`config.mk`:
```
export PLATFORM = sky130hd
export DESIGN_NAME = freq_meas_sequencer
export DESIGN_NICKNAME = d
export VERILOG_FILES = /design/src/rtl/freq_meas_sequencer.sv
export SDC_FILE = /design/constraint.sdc
export NUM_CORES = 1
export LEC_CHECK = 0
export ABC_AREA = 1
export BUFFER_PORTS_ARGS = -buffer_cell sky130_fd_sc_hd__buf_4
export CORE_MARGIN = 5
export CORE_UTILIZATION = 50
export DETAILED_ROUTE_END_ITERATION = 6
export HOLD_SLACK_MARGIN = 0.06
export PLACE_DENSITY_LB_ADDON = 0.15
export SLEW_MARGIN = 20
export SYNTH_ARGS = -nofsm -noshare
export SYNTH_HDL_FRONTEND = slang
export SYNTH_SLANG_ARGS = --single-unit
```
`constraint.sdc`:
```
create_clock -name Clock -period 2.6 [get_ports Clock]
set_input_delay 0.52 -clock Clock [delete_from_list [all_inputs] [get_ports Clock]]
set_output_delay 0.52 -clock Clock [all_outputs]
set_load 0.02 [all_outputs]
```
`src/rtl/freq_meas_sequencer.sv`:
```
// Command-driven sequencer for a shared frequency-measurement unit: selects and
// synchronises one input wave, runs the unit, and returns count plus status.
module freq_meas_sequencer #(
    parameter int unsigned DATA_WIDTH   = 16,
    parameter int unsigned NUM_CHANNELS = 8,
    parameter int unsigned CH_WIDTH     = 8,
    parameter int unsigned TO_WIDTH     = 24
) (
    input  logic                    Clock,
    input  logic                    nReset,
    input  logic [NUM_CHANNELS-1:0] in_waves,
    input  logic                    cmd_valid,
    output logic                    cmd_ready,
    input  logic [CH_WIDTH-1:0]     cmd_channel,
    input  logic [DATA_WIDTH-1:0]   cmd_samples,
    input  logic [TO_WIDTH-1:0]     cmd_timeout,
    input  logic                    cmd_abort,
    output logic                    res_valid,
    input  logic                    res_ready,
    output logic [DATA_WIDTH-1:0]   res_value,
    output logic [CH_WIDTH-1:0]     res_channel,
    output logic [1:0]              res_status,
    output logic                    meas_nReset,
    output logic                    meas_enable,
    output logic [DATA_WIDTH-1:0]   meas_samples,
    output logic                    meas_wave,
    input  logic                    meas_done,
    input  logic [DATA_WIDTH-1:0]   meas_value
);

    localparam int unsigned IDX_W = (NUM_CHANNELS > 1) ? $clog2(NUM_CHANNELS) : 1;

    localparam logic [1:0] STATUS_OK      = 2'b00;
    localparam logic [1:0] STATUS_TIMEOUT = 2'b01;
    localparam logic [1:0] STATUS_BAD_CMD = 2'b10;

    typedef enum logic [2:0] {
        ST_IDLE,
        ST_CLEAR,
        ST_SETTLE,
        ST_MEASURE,
        ST_REPORT
    } state_t;

    state_t                state;
    logic                  settle_cnt;
    logic [TO_WIDTH-1:0]   to_limit;
    logic [TO_WIDTH-1:0]   to_cnt;
    logic                  to_hit;
    logic                  sync1;
    logic                  wave_sel_c;
    logic                  bad_cmd_c;

    // res_channel doubles as the mux index; it only moves on command acceptance
    always_comb begin
        wave_sel_c = 1'b0;
        if (32'(res_channel) < NUM_CHANNELS)
            wave_sel_c = in_waves[res_channel[IDX_W-1:0]];
    end

    assign bad_cmd_c = (cmd_samples == '0) || (32'(cmd_channel) >= NUM_CHANNELS);

    always_ff @(posedge Clock or negedge nReset) begin
        if (!nReset) begin
            state        <= ST_IDLE;
            settle_cnt   <= 1'b0;
            to_limit     <= '0;
            to_cnt       <= '0;
            to_hit       <= 1'b0;
            sync1        <= 1'b0;
            meas_wave    <= 1'b0;
            cmd_ready    <= 1'b1;
            res_valid    <= 1'b0;
            res_value    <= '0;
            res_channel  <= '0;
            res_status   <= STATUS_OK;
            meas_nReset  <= 1'b0;
            meas_enable  <= 1'b0;
            meas_samples <= '0;
        end else begin
            sync1       <= wave_sel_c;
            meas_wave   <= sync1;
            meas_nReset <= 1'b1;
            to_hit      <= 1'b0;

            case (state)
                ST_IDLE: begin
                    if (cmd_valid) begin
                        res_channel  <= cmd_channel;
                        meas_samples <= cmd_samples;
                        to_limit     <= cmd_timeout;
                        cmd_ready    <= 1'b0;
                        if (bad_cmd_c) begin
                            state      <= ST_REPORT;
                            res_valid  <= 1'b1;
                            res_status <= STATUS_BAD_CMD;
                            res_value  <= '0;
                        end else begin
                            state       <= ST_CLEAR;
                            meas_nReset <= 1'b0;
                        end
                    end
                end

                ST_CLEAR: begin
                    settle_cnt <= 1'b0;
                    if (cmd_abort) begin
                        state     <= ST_IDLE;
                        cmd_ready <= 1'b1;
                    end else begin
                        state <= ST_SETTLE;
                    end
                end

                // two enable-low cycles flush stale wave state out of the synchroniser
                ST_SETTLE: begin
                    if (cmd_abort) begin
                        state     <= ST_IDLE;
                        cmd_ready <= 1'b1;
                    end else if (settle_cnt) begin
                        state       <= ST_MEASURE;
                        meas_enable <= 1'b1;
                        to_cnt      <= '0;
                    end else begin
                        settle_cnt <= 1'b1;
                    end
                end

                // timeout match is registered, so it takes effect one cycle after counter==limit-1
                ST_MEASURE: begin
                    if (cmd_abort) begin
                        state       <= ST_IDLE;
                        cmd_ready   <= 1'b1;
                        meas_enable <= 1'b0;
                    end else if (meas_done) begin
                        state       <= ST_REPORT;
                        meas_enable <= 1'b0;
                        res_valid   <= 1'b1;
                        res_value   <= meas_value;
                        res_status  <= STATUS_OK;
                    end else if (to_hit) begin
                        state       <= ST_REPORT;
                        meas_enable <= 1'b0;
                        res_valid   <= 1'b1;
                        res_value   <= '0;
                        res_status  <= STATUS_TIMEOUT;
                    end else begin
                        if (to_cnt != '1)
                            to_cnt <= to_cnt + TO_WIDTH'(1);
                        to_hit <= (to_limit != '0) && (to_cnt == to_limit - TO_WIDTH'(1));
                    end
                end

                ST_REPORT: begin
                    if (res_ready) begin
                        state     <= ST_IDLE;
                        res_valid <= 1'b0;
                        cmd_ready <= 1'b1;
                    end
                end

                default: begin
                    state       <= ST_IDLE;
                    cmd_ready   <= 1'b1;
                    res_valid   <= 1'b0;
                    meas_enable <= 1'b0;
                end
            endcase
        end
    end

endmodule

```
==> out/summary.txt, run 1 <==
=================================================================================
Post-route DRC                                                                  0
# setup viols final                                                             0
Tightest Pin Transition                                                  0.592 ns
Worst clock skew                                                       0.00498 ns
Critical Path End Type                                                   register
Final-report max-slew violation count                                           0
Post-route insts no fill                                                     1075
Dpl cells                                                                    1059
Number of global-route vias before repair                                    5480
Count of flip-flops with a built-in enable after synthesis                      0
Hold bufs inserted after CTS                                                    0
Clock slew seen by the registers of the worst setup and hold paths        0.07 ns
Cells after Synth                                                             816
CP max-delay cell                                                    sky130_fd_sc_hd__dfrtp_1
Largest vdd supply drop                                                  0.704 mV
Pre-antenna DRT Iters                                                           5
Leakage dissipation                                                       3.57 nW
Detailed-route wire length                                               15500 um
Syn Area/Cell                                                          7.29 sq um
Worst slack at placement                                                 0.527 ns
Worst relative slew slack                                                   59.5%
Number of buffers added for setup after CTS                                     0
HPWL after detailed placement                                            11700 um
Residual antenna-violating net count after detailed routing                     0
Routed via count                                                             5598
Min Clock Period, post-route                                              2.11 ns
Post-detailed-route wirelength per cell                                   14.4 um
Final RePlAce weighted congestion                                           0.986
Nature of the critical path startpoint                                   register
Setup repair after global routing missed its margin                         false
Height of the die                                                          119 um
Floorplan core area                                                   11500 sq um
Setup slack of the most critical reg-to-reg path                          0.49 ns
Count of state elements after synthesis                                       101
Post-route cell area                                                   7260 sq um
Hold Vio Cnt, Final                                                             0
Die width                                                                  119 um
Critical path required time                                               2.88 ns
Floorplan die area                                                    14200 sq um
First-pass GRT wire length                                               26300 um
Proportion of layout cells with a drive suffix above 1                      21.8%
Initial antenna violation count                                                 0
Final period utilization                                                    81.3%
Most frequently used flop master after synthesis                     sky130_fd_sc_hd__dfrtp_1
Pwr dens                                                              905 nW/um^2
Total power of the final layout                                           6.57 mW
Cts repair resizes                                                              0
Placed standard-cell area                                              6920 sq um
Most used cells in the layout excluding fill and tap cells           sky130_fd_sc_hd__nand2_1, sky130_fd_sc_hd__buf_4, sky130_fd_sc_hd__dfrtp_1
Area of the mapped netlist                                             5950 sq um
Hold WC Path Type                                                    input pin to asynchronous set/reset pin
Final core utilization                                                      63.0%
Buffer depth of the longest clock path                                          2
Peak fanout along the critical path                                            48
Leading cell type in the layout, fill and taps excluded              sky130_fd_sc_hd__nand2_1
Gr usage total                                                              22.4%
Area added between synthesis and finish                                     22.1%
Critical setup path kind                                             register to register
Grt ovf                                                                         0
Initial cell density of the core                                            51.6%
Number of antenna cells inserted                                                0
Number of filler instances in the final layout                               1052
Max Freq                                                                  473 MHz
Pin count of the biggest net entering global routing                           63
TritonCTS clock tree                                                         done
Crit path setup slack, layout                                            0.486 ns
Total clock buffers created by CTS                                              9
DRC marker count from the first detailed-route iteration                      464
Clock Latency Late Sink                                                   0.35 ns
Max-cap violations                                                              0
Worst Hold Margin                                                        0.143 ns
Final TNS setup                                                              0 ns
Cells traversed along the worst timing path                          ha_1 > nand2_2 > nor2_2 > nand3_2 > nor4_2 > o21ai_1 > nand2_2 > buf_12 > nand2_1 > o21ai_1
Yosys warnings                                                                  0
Layout net count                                                             1008
Post-Syn Nets                                                                 897
I/O Pins                                                                      125
Run status                                                              completed
Post-synthesis sequential area ratio                                        42.5%
Cell at the root of the clock tree                                   sky130_fd_sc_hd__clkbuf_16
Port buffer count                                                             124
Data arrival time of the worst path                                       2.39 ns
Fraction of registers with async set or reset after synthesis                100%
Ratio of routed vias to standard cells                                       5.21
Crit-path max cell delay                                                  0.45 ns
Number of levels the H-tree was split into                                      3
Number of clock sinks                                                         101
Number of different library cells in the post-synthesis netlist                42
Site row count                                                                 39
=================================================================================
==> report_power, final <==
| group | internal, mW | switching [mW] |
|---|---|---|
| clock | 0.869 | 0.653 |
| combinational | 0.968 | 1.69 |
| sequential | 1.99 | 0.402 |
==> state kept, by name (all words and copies together), names as in the netlist <==
signal and count:
state 3, meas_nReset 1, res_channel 8, settle_cnt 1, meas_samples 16, res_status 2
to_hit 1, res_valid 1, meas_enable 1, to_cnt 24, cmd_ready 1, to_limit 24
res_value 16, sync1 1, meas_wave 1
==> routing by layer <==
| layer | global-route usage (%) | wire, um | up-vias |
|---|---|---|---|
| met2 | 37.4 | 7610 | 151 |
| met4 | 5.58 | 234 | 0 |
| met1 | 29.2 | 6820 | 2602 |
| met3 | 5.73 | 844 | 20 |
| met5 | 0 | 0 | - |
| li1 | - | - | 2825 |
==> worst paths after layout <==
check | startpoint | to | cells after the start
worst max register to register | to_cnt[0]$_DFFE_PN0P_ | to_cnt[10]$_DFFE_PN0P_ | 10
worst max-delay path | to_cnt[0]$_DFFE_PN0P_ | to_cnt[10]$_DFFE_PN0P_ | 10
worst min-delay path | nReset | to_limit[15]$_DFFE_PN0P_ | 1
min in group Clock | sync1$_DFF_PN0_ | meas_wave$_DFF_PN0_ | 0
worst min register to register | sync1$_DFF_PN0_ | meas_wave$_DFF_PN0_ | 0
max in group asynchronous | nReset | cmd_ready$_DFFE_PN1P_ | 2
==> cell type report <==
| type | instances | area [sq um] | share of cell area, % |
|---|---|---|---|
| timing repair buffer | 129 | 993 | 13.7 |
| clock inverter | 7 | 114 | 1.57 |
| tap | 143 | 179 | 2.46 |
| multi-input combinational | 619 | 2970 | 40.9 |
| inverter | 67 | 251 | 3.46 |
| clock buffer | 9 | 225 | 3.10 |
| sequential | 101 | 2530 | 34.8 |
==> cells in the mapped netlist, types with 8 or more instances <==
master                      n  area [sq um]
sky130_fd_sc_hd__or2_2     10          62.6
sky130_fd_sc_hd__xor2_1    19           166
sky130_fd_sc_hd__o21ai_1   44           220
sky130_fd_sc_hd__inv_2     10          37.5
sky130_fd_sc_hd__inv_1     57           214
sky130_fd_sc_hd__nand2_1  291          1090
sky130_fd_sc_hd__o21ai_2   11          96.3
sky130_fd_sc_hd__nor3_1    11          55.1
sky130_fd_sc_hd__nand3_1   57           285
sky130_fd_sc_hd__o21ai_0   17          85.1
sky130_fd_sc_hd__buf_2     11          55.1
sky130_fd_sc_hd__a21oi_1    8          40.0
sky130_fd_sc_hd__xnor2_1    9          78.8
sky130_fd_sc_hd__nand2_2   10          62.6
sky130_fd_sc_hd__nor2_1    78           293
sky130_fd_sc_hd__nand4_1   15          93.8
sky130_fd_sc_hd__dfrtp_1  100          2500
==> cells by family after synthesis <==
group / Yosys count / share of synthesized area [%]
simple gates: 500 / 36.5
flops: 101 / 42.5
buf+inv: 96 / 7.55
compound gates: 88 / 8.65
xor+xnor: 28 / 4.12
fa+ha+maj: 3 / 0.631
==> worst max-delay path: cells and delay by family, from the launching register on <==
kind | cells | cell delay [ns]
buffers and inverters | 1 | 0.24
and+or+nand+nor | 6 | 0.90
AOI/OAI and AO/OA | 2 | 0.20
DFF | 1 | 0.45
adders and majority gates | 1 | 0.24
Power figures use the tool's default switching activity.
==> run 2: changes to the inputs <==
clock period = 2.2 ns   (was 2.6 ns; I/O delays follow)
==> out/summary.txt, run 2 (synthesized netlist as in run 1, its figures left out) <==
=================================================================================
Final TNS setup                                                              0 ns   unchanged
Post-route cell area                                                   7330 sq um   +0.95%
Capturing instance or port of the critical path                      to_hit$_DFF_PN0_
Initial cell density of the core                                            51.6%   unchanged
Ratio of routed vias to standard cells                                       5.23   +0.52%
Setup slack of the most critical reg-to-reg path                          0.23 ns   -0.25 ns
Worst r2r src                                                        to_limit[5]$_DFFE_PN0P_
Setup repair after global routing missed its margin                         false
Critical path required time                                               2.49 ns   -0.39 ns
Peak fanout along the critical path                                             6   -88%
Final RePlAce weighted congestion                                           0.928   -6.0%
Psw                                                                       3.19 mW   +16%
Internal power component                                                  4.46 mW   +16%
Clock slew seen by the registers of the worst setup and hold paths        0.07 ns   about the same
Nature of the critical path startpoint                                   register
# setup viols final                                                             0   unchanged
Site row count                                                                 39   unchanged
Clock Latency Late Sink                                                   0.36 ns   about the same
Pwr dens                                                             1040 nW/um^2   +15%
Number of antenna cells inserted                                                0   unchanged
Floorplan core area                                                   11500 sq um   unchanged
Flop pwr share                                                              37.1%   +0.6 points
Floorplan die area                                                    14200 sq um   unchanged
Height of the die                                                          119 um   unchanged
Number of global-route vias before repair                                    5691   +3.9%
Initial antenna violation count                                                 0   unchanged
Pin count of the biggest net entering global routing                           46   -27%
DRC marker count from the first detailed-route iteration                      363   -22%
Final period utilization                                                    89.5%   +8.2 points
Data arrival time of the worst path                                       2.26 ns   -0.13 ns
Worst clock skew                                                       0.00992 ns   +0.00494 ns
Beginning of the critical path                                       to_limit[5]$_DFFE_PN0P_
Leading cell type in the layout, fill and taps excluded              sky130_fd_sc_hd__nand2_1
Layout net count                                                             1017   +0.89%
Largest vdd supply drop                                                   1.05 mV   +50%
Leakage dissipation                                                       3.61 nW   +1.0%
Area added between synthesis and finish                                     23.2%
Number of buffers added for setup after CTS                                     0   unchanged
Share of power burned in combinational logic                                41.9%   +1.5 points
Max-cap violations                                                              0   unchanged
Hold WC Path Type                                                    input pin to register
Post-route DRC                                                                  0   unchanged
Grt ovf                                                                         0   unchanged
Number of clock sinks                                                         101   unchanged
Cell at the root of the clock tree                                   sky130_fd_sc_hd__clkbuf_16
Length of routed met2 wiring                                              7880 um   +3.5%
Critical setup path kind                                             register to register
Total clock buffers created by CTS                                              9   unchanged
Met3 wire length                                                           903 um   +7.0%
Port buffer count                                                             124   unchanged
Residual antenna-violating net count after detailed routing                     0   unchanged
Placed standard-cell area                                              7020 sq um   +1.4%
CP max-delay cell                                                    sky130_fd_sc_hd__dfrtp_1
Run status                                                              completed
Gr usage total                                                              23.0%   +0.60 points
Post-detailed-route wirelength per cell                                   14.6 um   +1.0%
Pre-antenna DRT Iters                                                           5   unchanged
Proportion of total power due to net switching                              41.7%   about the same
Min Clock Period, post-route                                              1.97 ns   -0.146 ns
HPWL after detailed placement                                            12100 um   +3.7%
Final-report max-slew violation count                                           0   unchanged
Biggest regs                                                         to_cnt (24), to_limit (24)
First-pass GRT wire length                                               26700 um   +1.8%
Critical Path End Type                                                   register
Total power of the final layout                                           7.65 mW   +16%
Clock share of power                                                        21.1%   -2.1 points
I/O Pins                                                                      125   unchanged
Endpoint of the lowest-slack register-to-register path               to_hit$_DFF_PN0_
Routed via count                                                             5674   +1.4%
Max Freq                                                                  508 MHz   +7.4%
Tightest Pin Transition                                                  0.613 ns   +0.0210 ns
Hold Vio Cnt, Final                                                             0   unchanged
Number of levels the H-tree was split into                                      3   unchanged
Crit-path max cell delay                                                  0.43 ns   -0.02 ns
Met1 wire length                                                          6700 um   -1.8%
Detailed-route wire length                                               15800 um   +1.9%
Proportion of layout cells with a drive suffix above 1                      22.2%   +0.43 points
Cells traversed along the worst timing path                          nor2_1 > nand2_1 > nor2_2 > nand2_1 > inv_1 > nand4_1 > nand3_1 > o21ai_0 > nor2_1 > nand2_1 > nor2_1
Depth of the worst register-to-register path                                   11   +1
Worst relative slew slack                                                   58.1%   -1.4 points
TritonCTS clock tree                                                         done
Buffer depth of the longest clock path                                          2   unchanged
Top metal layer carrying routed signals                                      met4
Most used cells in the layout excluding fill and tap cells           sky130_fd_sc_hd__nand2_1, sky130_fd_sc_hd__buf_4, sky130_fd_sc_hd__dfrtp_1
Die width                                                                  119 um   unchanged
=================================================================================
run 2: stage by stage:
stage                     hold slack [ns]  setup WS (ns)  util [%]  std cells
after floorplan                     0.144          0.468         -        816
after global placement              0.333          0.284      61.0       1067
after detailed placement            0.345          0.224      61.0       1067
after CTS                           0.277          0.221      63.6       1084
after global routing                0.283        0.00896      63.6       1084
final                               0.284          0.231      63.6       1084
run 2: cell type report:
cell class / count / area [sq um]
sequential: 101 / 2530
fill: 1039 / 4190
clock inverter: 4 / 56.3
timing repair buffer: 138 / 1100
inverter: 67 / 251
clock buffer: 12 / 236
multi-input combinational: 619 / 2980
tap: 143 / 179
run 2: how the worst min path moves through the flow:
stage	cells after the start	endpoint	from	slack [ns]
6_report	3	res_channel[1]$_DFFE_PN0P_	cmd_channel[1]	0.28
3_3_place_gp	0	meas_wave$_DFF_PN0_	sync1$_DFF_PN0_	0.33
2_1_floorplan	0	meas_enable$_DFFE_PN0P_	nReset	0.14
3_5_place_dp	0	meas_wave$_DFF_PN0_	sync1$_DFF_PN0_	0.34
5_1_grt	3	to_limit[17]$_DFFE_PN0P_	cmd_timeout[17]	0.28
4_1_cts	3	to_limit[17]$_DFFE_PN0P_	cmd_timeout[17]	0.28
run 2: power groups by stage:
stage	sequential (mW)	clock [mW]	combinational (mW)
6_report	2.84	1.61	3.20
3_5_place_dp	2.86	0	3.20
2_1_floorplan	3.04	0	1.94
5_1_grt	2.90	1.74	3.62
4_1_cts	2.83	1.66	3.21
3_3_place_gp	2.84	0	3.14
run 2: timing repair:
| action | in CTS | in global routing |
|---|---|---|
| hold buffers | 1 | 0 |
| endpoints found under the setup margin | 0 | 1 |
| endpoints found under the hold margin | 24 | 0 |
| gates resized for setup | 0 | 2 |
run 2: metal layers:
metal	up-vias	track usage (%)
li1	2837	-
met1	2642	28.9
met2	166	38.9
met3	29	5.97
met4	0	7.39
met5	-	0
run 2: worst max-delay path, delay by kind of cell, from the launching register on:
kind / cells / cell delay [ns]
flip-flops: 1 / 0.43
AO/OA/AOI/OAI: 1 / 0.09
AND/OR/NAND/NOR: 9 / 1.25
buffers and inverters: 1 / 0.12
